===== src/rtl/voxel_mem_arbiter.sv =====
// Arbitrates one single-port voxel RAM between N_REQ round-robin readers, a loader
// write port (highest priority) and a full-volume clear sweep; addresses are {z,y,x}.
module voxel_mem_arbiter #(
  parameter int X_BITS    = 5,
  parameter int Y_BITS    = 5,
  parameter int Z_BITS    = 5,
  parameter int N_REQ     = 2,
  parameter int DATA_BITS = 1
) (
  input  logic                          clk,
  input  logic                          rst_n,
  input  logic [N_REQ-1:0]              req_valid,
  output logic [N_REQ-1:0]              req_ready,
  input  logic [N_REQ*X_BITS-1:0]       req_x,
  input  logic [N_REQ*Y_BITS-1:0]       req_y,
  input  logic [N_REQ*Z_BITS-1:0]       req_z,
  output logic [N_REQ-1:0]              rsp_valid,
  output logic [DATA_BITS-1:0]          rsp_data,
  input  logic                          wr_valid,
  output logic                          wr_ready,
  input  logic [X_BITS-1:0]             wr_x,
  input  logic [Y_BITS-1:0]             wr_y,
  input  logic [Z_BITS-1:0]             wr_z,
  input  logic [DATA_BITS-1:0]          wr_data,
  input  logic                          clr_start,
  output logic                          clr_busy,
  output logic                          clr_done,
  output logic                          mem_en,
  output logic                          mem_we,
  output logic [X_BITS+Y_BITS+Z_BITS-1:0] mem_addr,
  output logic [DATA_BITS-1:0]          mem_wdata,
  input  logic [DATA_BITS-1:0]          mem_rdata
);

  localparam int ADDR_BITS = X_BITS + Y_BITS + Z_BITS;
  localparam int PTR_W     = (N_REQ > 1) ? $clog2(N_REQ) : 1;
  localparam logic [ADDR_BITS-1:0] LAST_ADDR = '1;

  typedef enum logic {IDLE, CLEAR} state_t;

  state_t                 r_state;
  state_t                 w_next;
  logic [ADDR_BITS-1:0]   r_cnt;
  logic [PTR_W-1:0]       r_rr_ptr;
  logic [N_REQ-1:0]       r_rsp_oh;
  logic                   r_clr_done;
  logic [PTR_W-1:0]       w_win;
  logic                   w_found;
  logic                   w_grant;
  logic [ADDR_BITS-1:0]   w_win_addr;

  function automatic logic [PTR_W-1:0] rr_idx(input logic [PTR_W-1:0] ptr, input int k);
    int s;
    s = int'(ptr) + k;
    return PTR_W'(s % N_REQ);
  endfunction

  // Scan starts one past the last winner so every requester gets a turn.
  always_comb begin
    w_found = 1'b0;
    w_win   = '0;
    for (int k = 1; k <= N_REQ; k++) begin
      if (!w_found && req_valid[rr_idx(r_rr_ptr, k)]) begin
        w_found = 1'b1;
        w_win   = rr_idx(r_rr_ptr, k);
      end
    end
  end

  assign w_win_addr = {req_z[w_win*Z_BITS +: Z_BITS],
                       req_y[w_win*Y_BITS +: Y_BITS],
                       req_x[w_win*X_BITS +: X_BITS]};

  always_comb begin
    w_next    = r_state;
    req_ready = '0;
    wr_ready  = 1'b0;
    mem_en    = 1'b0;
    mem_we    = 1'b0;
    mem_addr  = '0;
    mem_wdata = '0;
    w_grant   = 1'b0;
    case (r_state)
      IDLE: begin
        if (clr_start) begin
          w_next = CLEAR;
        end else if (wr_valid) begin
          wr_ready  = 1'b1;
          mem_en    = 1'b1;
          mem_we    = 1'b1;
          mem_addr  = {wr_z, wr_y, wr_x};
          mem_wdata = wr_data;
        end else if (w_found) begin
          req_ready[w_win] = 1'b1;
          mem_en           = 1'b1;
          mem_addr         = w_win_addr;
          w_grant          = 1'b1;
        end
      end
      CLEAR: begin
        mem_en   = 1'b1;
        mem_we   = 1'b1;
        mem_addr = r_cnt;
        if (r_cnt == LAST_ADDR) w_next = IDLE;
      end
      default: w_next = IDLE;
    endcase
  end

  always_ff @(posedge clk or negedge rst_n) begin
    if (!rst_n) r_state <= IDLE;
    else        r_state <= w_next;
  end

  always_ff @(posedge clk or negedge rst_n) begin
    if (!rst_n) begin
      r_cnt      <= '0;
      r_rr_ptr   <= PTR_W'(N_REQ - 1);
      r_rsp_oh   <= '0;
      r_clr_done <= 1'b0;
    end else begin
      r_rsp_oh   <= req_ready;
      r_clr_done <= (r_state == CLEAR) && (r_cnt == LAST_ADDR);
      if (w_grant) r_rr_ptr <= w_win;
      if (r_state == IDLE && clr_start) r_cnt <= '0;
      else if (r_state == CLEAR)        r_cnt <= r_cnt + ADDR_BITS'(1);
    end
  end

  assign rsp_valid = r_rsp_oh;
  assign rsp_data  = mem_rdata;
  assign clr_busy  = (r_state == CLEAR);
  assign clr_done  = r_clr_done;

endmodule


===== config.mk =====
export PLATFORM = sky130hd
export DESIGN_NAME = voxel_mem_arbiter
export DESIGN_NICKNAME = d
export VERILOG_FILES = /design/src/rtl/voxel_mem_arbiter.sv
export SDC_FILE = /design/constraint.sdc
export NUM_CORES = 1
export LEC_CHECK = 0
export ABC_AREA = 1
export BUFFER_PORTS_ARGS = -buffer_cell sky130_fd_sc_hd__buf_2
export CAP_MARGIN = 20
export CORE_MARGIN = 5
export CORE_UTILIZATION = 25
export DETAILED_ROUTE_END_ITERATION = 10
export GPL_TIMING_DRIVEN = 0
export PLACE_DENSITY = 0.51
export SLEW_MARGIN = 20
export SYNTH_ARGS = -nofsm -noshare
export SYNTH_HDL_FRONTEND = slang
export SYNTH_SLANG_ARGS = --single-unit

===== constraint.sdc =====
create_clock -name clk -period 1.3 [get_ports clk]
set_input_delay 0.195 -clock clk [delete_from_list [all_inputs] [get_ports clk]]
set_output_delay 0.195 -clock clk [all_outputs]
set_load 0.02 [all_outputs]

======== After elaboration in Yosys (flattened, before gate mapping) ========
Cells that the tools add are included.
storage, ports and cells
  flip-flop bits (word level) ............. 20
  latch bits .............................. 0
  bits in writable memories ............... 0
  ROM bits ................................ 0
  bits of input ports ..................... 53
  output and inout bits ................... 26
  logic and storage cells ................. 61
  memories ................................ 0
operators by class
  add/subtract/negate cells ............... 3
  $mul .................................... 1
  div/mod/pow operators ................... 0
  $lt $le $gt $ge ......................... 4
  equality and inequality tests ........... 1
  shifts and indexed selects .............. 3
  muxes and demuxes ....................... 37
  bitwise logic cells ..................... 1
  reduce and logical (&&, ||, !) cells .... 6
operators by type and width
  kind                     number
  $mux W15                 5
  $pmux W15 S2             1
  $shiftx A10 B5 Y5        3
  $mux W1                  23
  $add A15 B1 Y15 const B  1
  $eq A15 B15 Y1 const B   1
  $mux W2                  4
  $lt A1 B2 Y1 const B     3
  $pmux W1 S2              3
  $logic_and A1 B1 Y1      4
  $mul A1 B3 Y4 const B    1
  $add A1 B1 Y1 const B    2
  $reduce_bool A2 Y1       1
  $demux W1 S1             1
  $ge A1 B1 Y1 const B     1
  $logic_not A1 Y1         1
  $not A1 Y1               1

======== Depth between registers and ports, before layout ========
  depth in word-level cells ............... 15
  depth in mapped cells ................... 10
  mapped depth without buffers ............ 9

======== Worst setup path before layout ========
Ideal clock, no wire load.
  path type ............................... register to output
  from .................................... register r_rr_ptr
  to ...................................... output port req_ready[0]
  arrival ................................. 1.348 ns
  required time ........................... 1.105 ns
  path slack .............................. -0.243 ns
  cell stages (with the launch flop) ...... 6
  path buffers ............................ 1
  path through ............................ dfstp_2 > nand2_1 > nand2_1 > inv_2 > buf_4 > nor4_2
on the way
  word-level cells in the longest chain between the ends .. 15
  elaborated cells between the ends (all ways) .. 21
  classes of those cells .................. add/sub (2); order compare (2); mux (14); reduce/logical (3)
ends and longest elaborated chain
  what                                                                       RTL line  text
  start, declared                                                            44        logic [PTR_W-1:0] r_rr_ptr;
  start signal, assigned                                                     118       r_rr_ptr <= PTR_W'(N_REQ - 1);
  start signal, assigned                                                     124       if (w_grant) r_rr_ptr <= w_win;
  $add A1 B1 Y1                                                              54        s = int'(ptr) + k;
  $mux W1 (not written as such) (2 in series)                                63        if (!w_found && req_valid[rr_idx(r_rr_ptr, k)]) begin
  $mux W1                                                                    63
  $logic_not A1 Y1                                                           63
  $logic_and A1 B1 Y1                                                        63
  $mux W1                                                                    63
  $lt A1 B2 Y1 (not written as such) / $ge A1 B1 Y1 (equally long branches)  94        req_ready[w_win] = 1'b1;
  $logic_and A1 B1 Y1 (not written as such)                                  94
  $mux W1 (not written as such)                                              94
  $demux W1 S1                                                               94
  $mux W2 (*)                                                                93        end else if (w_found) begin
  $mux W2 (*)                                                                87        end else if (wr_valid) begin
  $mux W2 (*)                                                                85        if (clr_start) begin
  $mux W2 (*)                                                                83        case (r_state)
  end, declared                                                              13        output logic [N_REQ-1:0] req_ready,
Every way passes the cells marked *; elsewhere a longest branch is shown, timed or not. The select of a mux whose other input is x is not followed.

======== Worst setup path in the final report ========
  from .................................... register r_rr_ptr
  to ...................................... output port mem_addr[11]
on the way
  word-level cells in the longest chain between the ends .. 13
  elaborated cells between the ends (all ways) .. 18
  classes of those cells .................. add/sub (2); mul (1); shift (1); mux (12); reduce/logical (2)
ends and longest elaborated chain
  what                                         RTL line  text
  $add A1 B1 Y1                                54
  $mux W1 (not written as such) (2 in series)  63
  $mux W1                                      63
  $logic_not A1 Y1                             63
  $logic_and A1 B1 Y1                          63
  $mux W1                                      63
  $mul A1 B3 Y4                                70        assign w_win_addr = {req_z[w_win*Z_BITS +: Z_BITS],
  $shiftx A10 B5 Y5                            70
  $mux W15 (*)                                 93
  $mux W15 (*)                                 87
  $mux W15 (*)                                 85
  $pmux W15 S2 (*)                             83
  end, declared                                30        output logic [X_BITS+Y_BITS+Z_BITS-1:0] mem_addr,
Marked as above.

==> impl_metrics.toml <==
[timing]
grt_setup_unrepaired = "yes"
setup_total_negative_slack_ps = -9800
min_period_over_period = 1.43
fmax_mhz = 537
post-route-min-period_ps = 1860
finalHoldViolCount = 0
final_critical_path_setup_slack_ps = -563
timing_worst_slew_pin_value_ps = 504
fin_hold_ws_ps = 416
skew_ps = 2.36
slew_violations = 0
setup_viol_count_final = 26
slew_headroom = 0.663

[synth]
synthCells = 290
yosys.area_share.xor_xnor = 0
synth_cell_types = 28
postSynthNetCount = 344
synth_top_family_by_area = "simple AND/OR/NAND/NOR gates"
synth.yosys.warnings = 0
post_synth_mux_area_share = 0
avgSynthCellArea_um2 = 5.74
synth_enable_flop_cells = 0
number_of_flip_flops_and_latches_in_the_synthesized_netlist = 20
postSynth.asyncResetShare = 1.00
synth_compound_gate_area_share = 0.0586
synth-adder-area-share = 0.00751
area_share_of_and_or_nand_nor_cells_after_synthesis = 0.523
ys_seq_area_frac = 0.301
yosys_most_used_dff = "sky130_fd_sc_hd__dfrtp_1"
post_synth_instance_area_mm2 = 0.00167

[floorplan]
core_region_area_mm2 = 0.00642
ios = 79
number_of_placement_rows = 29
die_width_um = 91.6
start_util = 0.259
fp.dieH_um = 91.6
dieArea_mm2 = 0.00839

[clock_network]
cts_inserted_buffers = 3
tritoncts = "done"
clock_sink_count = 20
insertion_delay_ps = 270
clockRootBuffer = "sky130_fd_sc_hd__clkbuf_8"
clkSlewWorstSetupHoldPaths_ps = 80
clock_tree.htree_level_count = 1
cts_buffer_depth = 2

[global_routing]
grt_pass1_wl_um = 10000
grt_start_max_net_pins = 21
grt.overflow.total = 0
number_of_global_route_vias_before_repair = 2085
grt.total_usage = 0.144
number_of_antenna_violations_at_the_first_check_in_global_routing = 0

[worst_setup_path]
timing.setup.critical_path_class = "register to output pin"
critical_path_arrival_ps = 1670
worstReg2RegEnd = "r_rr_ptr"
worstPathMaxFanout = 5
timing.reg2reg.setup_slack_ps = -110
rr_worst_depth = 9
crit_path_end_kind = "output pin"
critPathRequiredTime_ps = 1110
worst_r2r_startpoint = "r_rr_ptr"
cp-start-kind = "register"

[drt]
ant_nets = 0
wirelength_um = 6350
via_per_inst = 4.53
post_drt_wl_per_cell_um = 13.4
drt_pass1_iterations = 5
drt_first_iter_violations = 88
vias = 2145
drc = 0

[finish]
layout-drive-gt1-share = 0.535
mostFrequentLayoutCells = "75 x sky130_fd_sc_hd__nand2_1, 60 x sky130_fd_sc_hd__buf_2, 56 x sky130_fd_sc_hd__nand2_2"
insertedDiodeCount = 0
layout.cells.most_common = "sky130_fd_sc_hd__nand2_1"
final.fill_count = 673
register_area_um2 = 509
multi_input_comb_area_mm2 = 0.00129
finalInstanceArea_mm2 = 0.00290
syn_to_final_growth_pct = 74.3
nNetsFinal = 451

[run]
drv.max_cap_violation_count = 0

[placement]
place_hpwl_um = 4400
buffer_ports.inserted = 77
detailed_place.area_mm2 = 0.00222
pre_cts_slack_ps = -353
gpl.final_weighted_congestion = 0.772

[run_status]
violated_checks = "setup timing"
outcome = "finished with violations"

[worst_hold_path]
min_path_type = "input pin to async pin"

[power]
peak_supply_drop_uv = 410
power_per_cell_area_mw_per_mm2 = 1180
total_leakage_power_nw = 1.55
design_power_total_mw = 3.43
==> layout make-up <==
| class | count | area share |
|---|---|---|
| clock buffer | 4 | 0.0155 |
| tap | 77 | 0.0332 |
| multi-input combinational | 228 | 0.445 |
| sequential | 20 | 0.175 |
| timing repair buffer | 102 | 0.255 |
| inverter | 32 | 0.0457 |
| buffer | 10 | 0.0302 |
==> how the worst max path moves through the flow <==
| stage | start | to | slack (ps) | cells past startpoint |
|---|---|---|---|---|
| finish | r_rr_ptr | mem_addr[11] | -560 | 10 |
| global placement | r_rr_ptr | mem_addr[4] | -360 | 10 |
| detailed placement | r_rr_ptr | mem_addr[4] | -350 | 10 |
| global route | r_rr_ptr | mem_addr[6] | -660 | 10 |
| floorplan | r_rr_ptr | mem_addr[10] | -120 | 9 |
| CTS | r_rr_ptr | req_ready[0] | -550 | 6 |
==> sequential cells by signal, indices dropped and copies added (netlist names) <==
signal and flops:
r_cnt 15, r_rr_ptr 1, clr_done 1, rsp_valid 2, clr_busy 1
==> metrics by stage <==
stage,cells,utilization
finish,473,0.452
global route,473,0.452
CTS,465,0.406
detailed placement,444,0.345
global placement,444,0.345
floorplan,290,-
==> worst max-delay path, stage by stage (launching register included) <==
cell and delay (ps):
sky130_fd_sc_hd__dfstp_2 550, sky130_fd_sc_hd__nand2_2 50, sky130_fd_sc_hd__nand2_2 90, sky130_fd_sc_hd__inv_4 50, sky130_fd_sc_hd__nor2_4 160, sky130_fd_sc_hd__buf_6 170, sky130_fd_sc_hd__nand2_2 60, sky130_fd_sc_hd__nand2_2 50
sky130_fd_sc_hd__nand2_2 50, sky130_fd_sc_hd__nand2_2 70, sky130_fd_sc_hd__buf_6 110
==> cell usage after synthesis (3+ instances only) <==
cell type	instances	area, um2
sky130_fd_sc_hd__dfrtp_1	19	475
sky130_fd_sc_hd__nand3_1	8	40.0
sky130_fd_sc_hd__nor2_1	49	184
sky130_fd_sc_hd__nor2_2	5	31.3
sky130_fd_sc_hd__o21ai_0	6	30.0
sky130_fd_sc_hd__inv_1	30	113
sky130_fd_sc_hd__buf_2	5	25.0
sky130_fd_sc_hd__nand4_1	4	25.0
sky130_fd_sc_hd__nand2_1	135	507
sky130_fd_sc_hd__buf_4	3	22.5
sky130_fd_sc_hd__a21oi_1	4	20.0
==> layer usage <==
layer,vias to the layer above,global-route usage,part of all wire
li1,1099,-,-
met1,976,0.185,0.41
met2,63,0.253,0.51
met3,7,0.0254,0.062
met4,0,0.0302,0.014
met5,-,0,0
==> power breakdown <==
group          internal, mW  leakage (nW)  switching [mW]
Clock                 0.219        0.0228           0.231
Combinational         0.863          1.30            1.04
Sequential            0.804         0.229           0.273
==> kinds of logic (layout without fill, tap and decap cells) <==
kind of cell,after synthesis,in the layout
buf+inv,42,148
flops,20,20
simple gates,210,210
compound gates,17,17
fa+ha+maj,1,1
==> timing repair <==
action / CTS / global route
hold endpoints to repair: 19 / 0
gates cloned: 1 / 1
pin swaps: 7 / 37
hold buffers: 1 / 0
endpoints found under the setup margin: 28 / 36
resized for setup: 70 / 81
setup buffers: 15 / 9
Power figures use the tool's default switching activity.
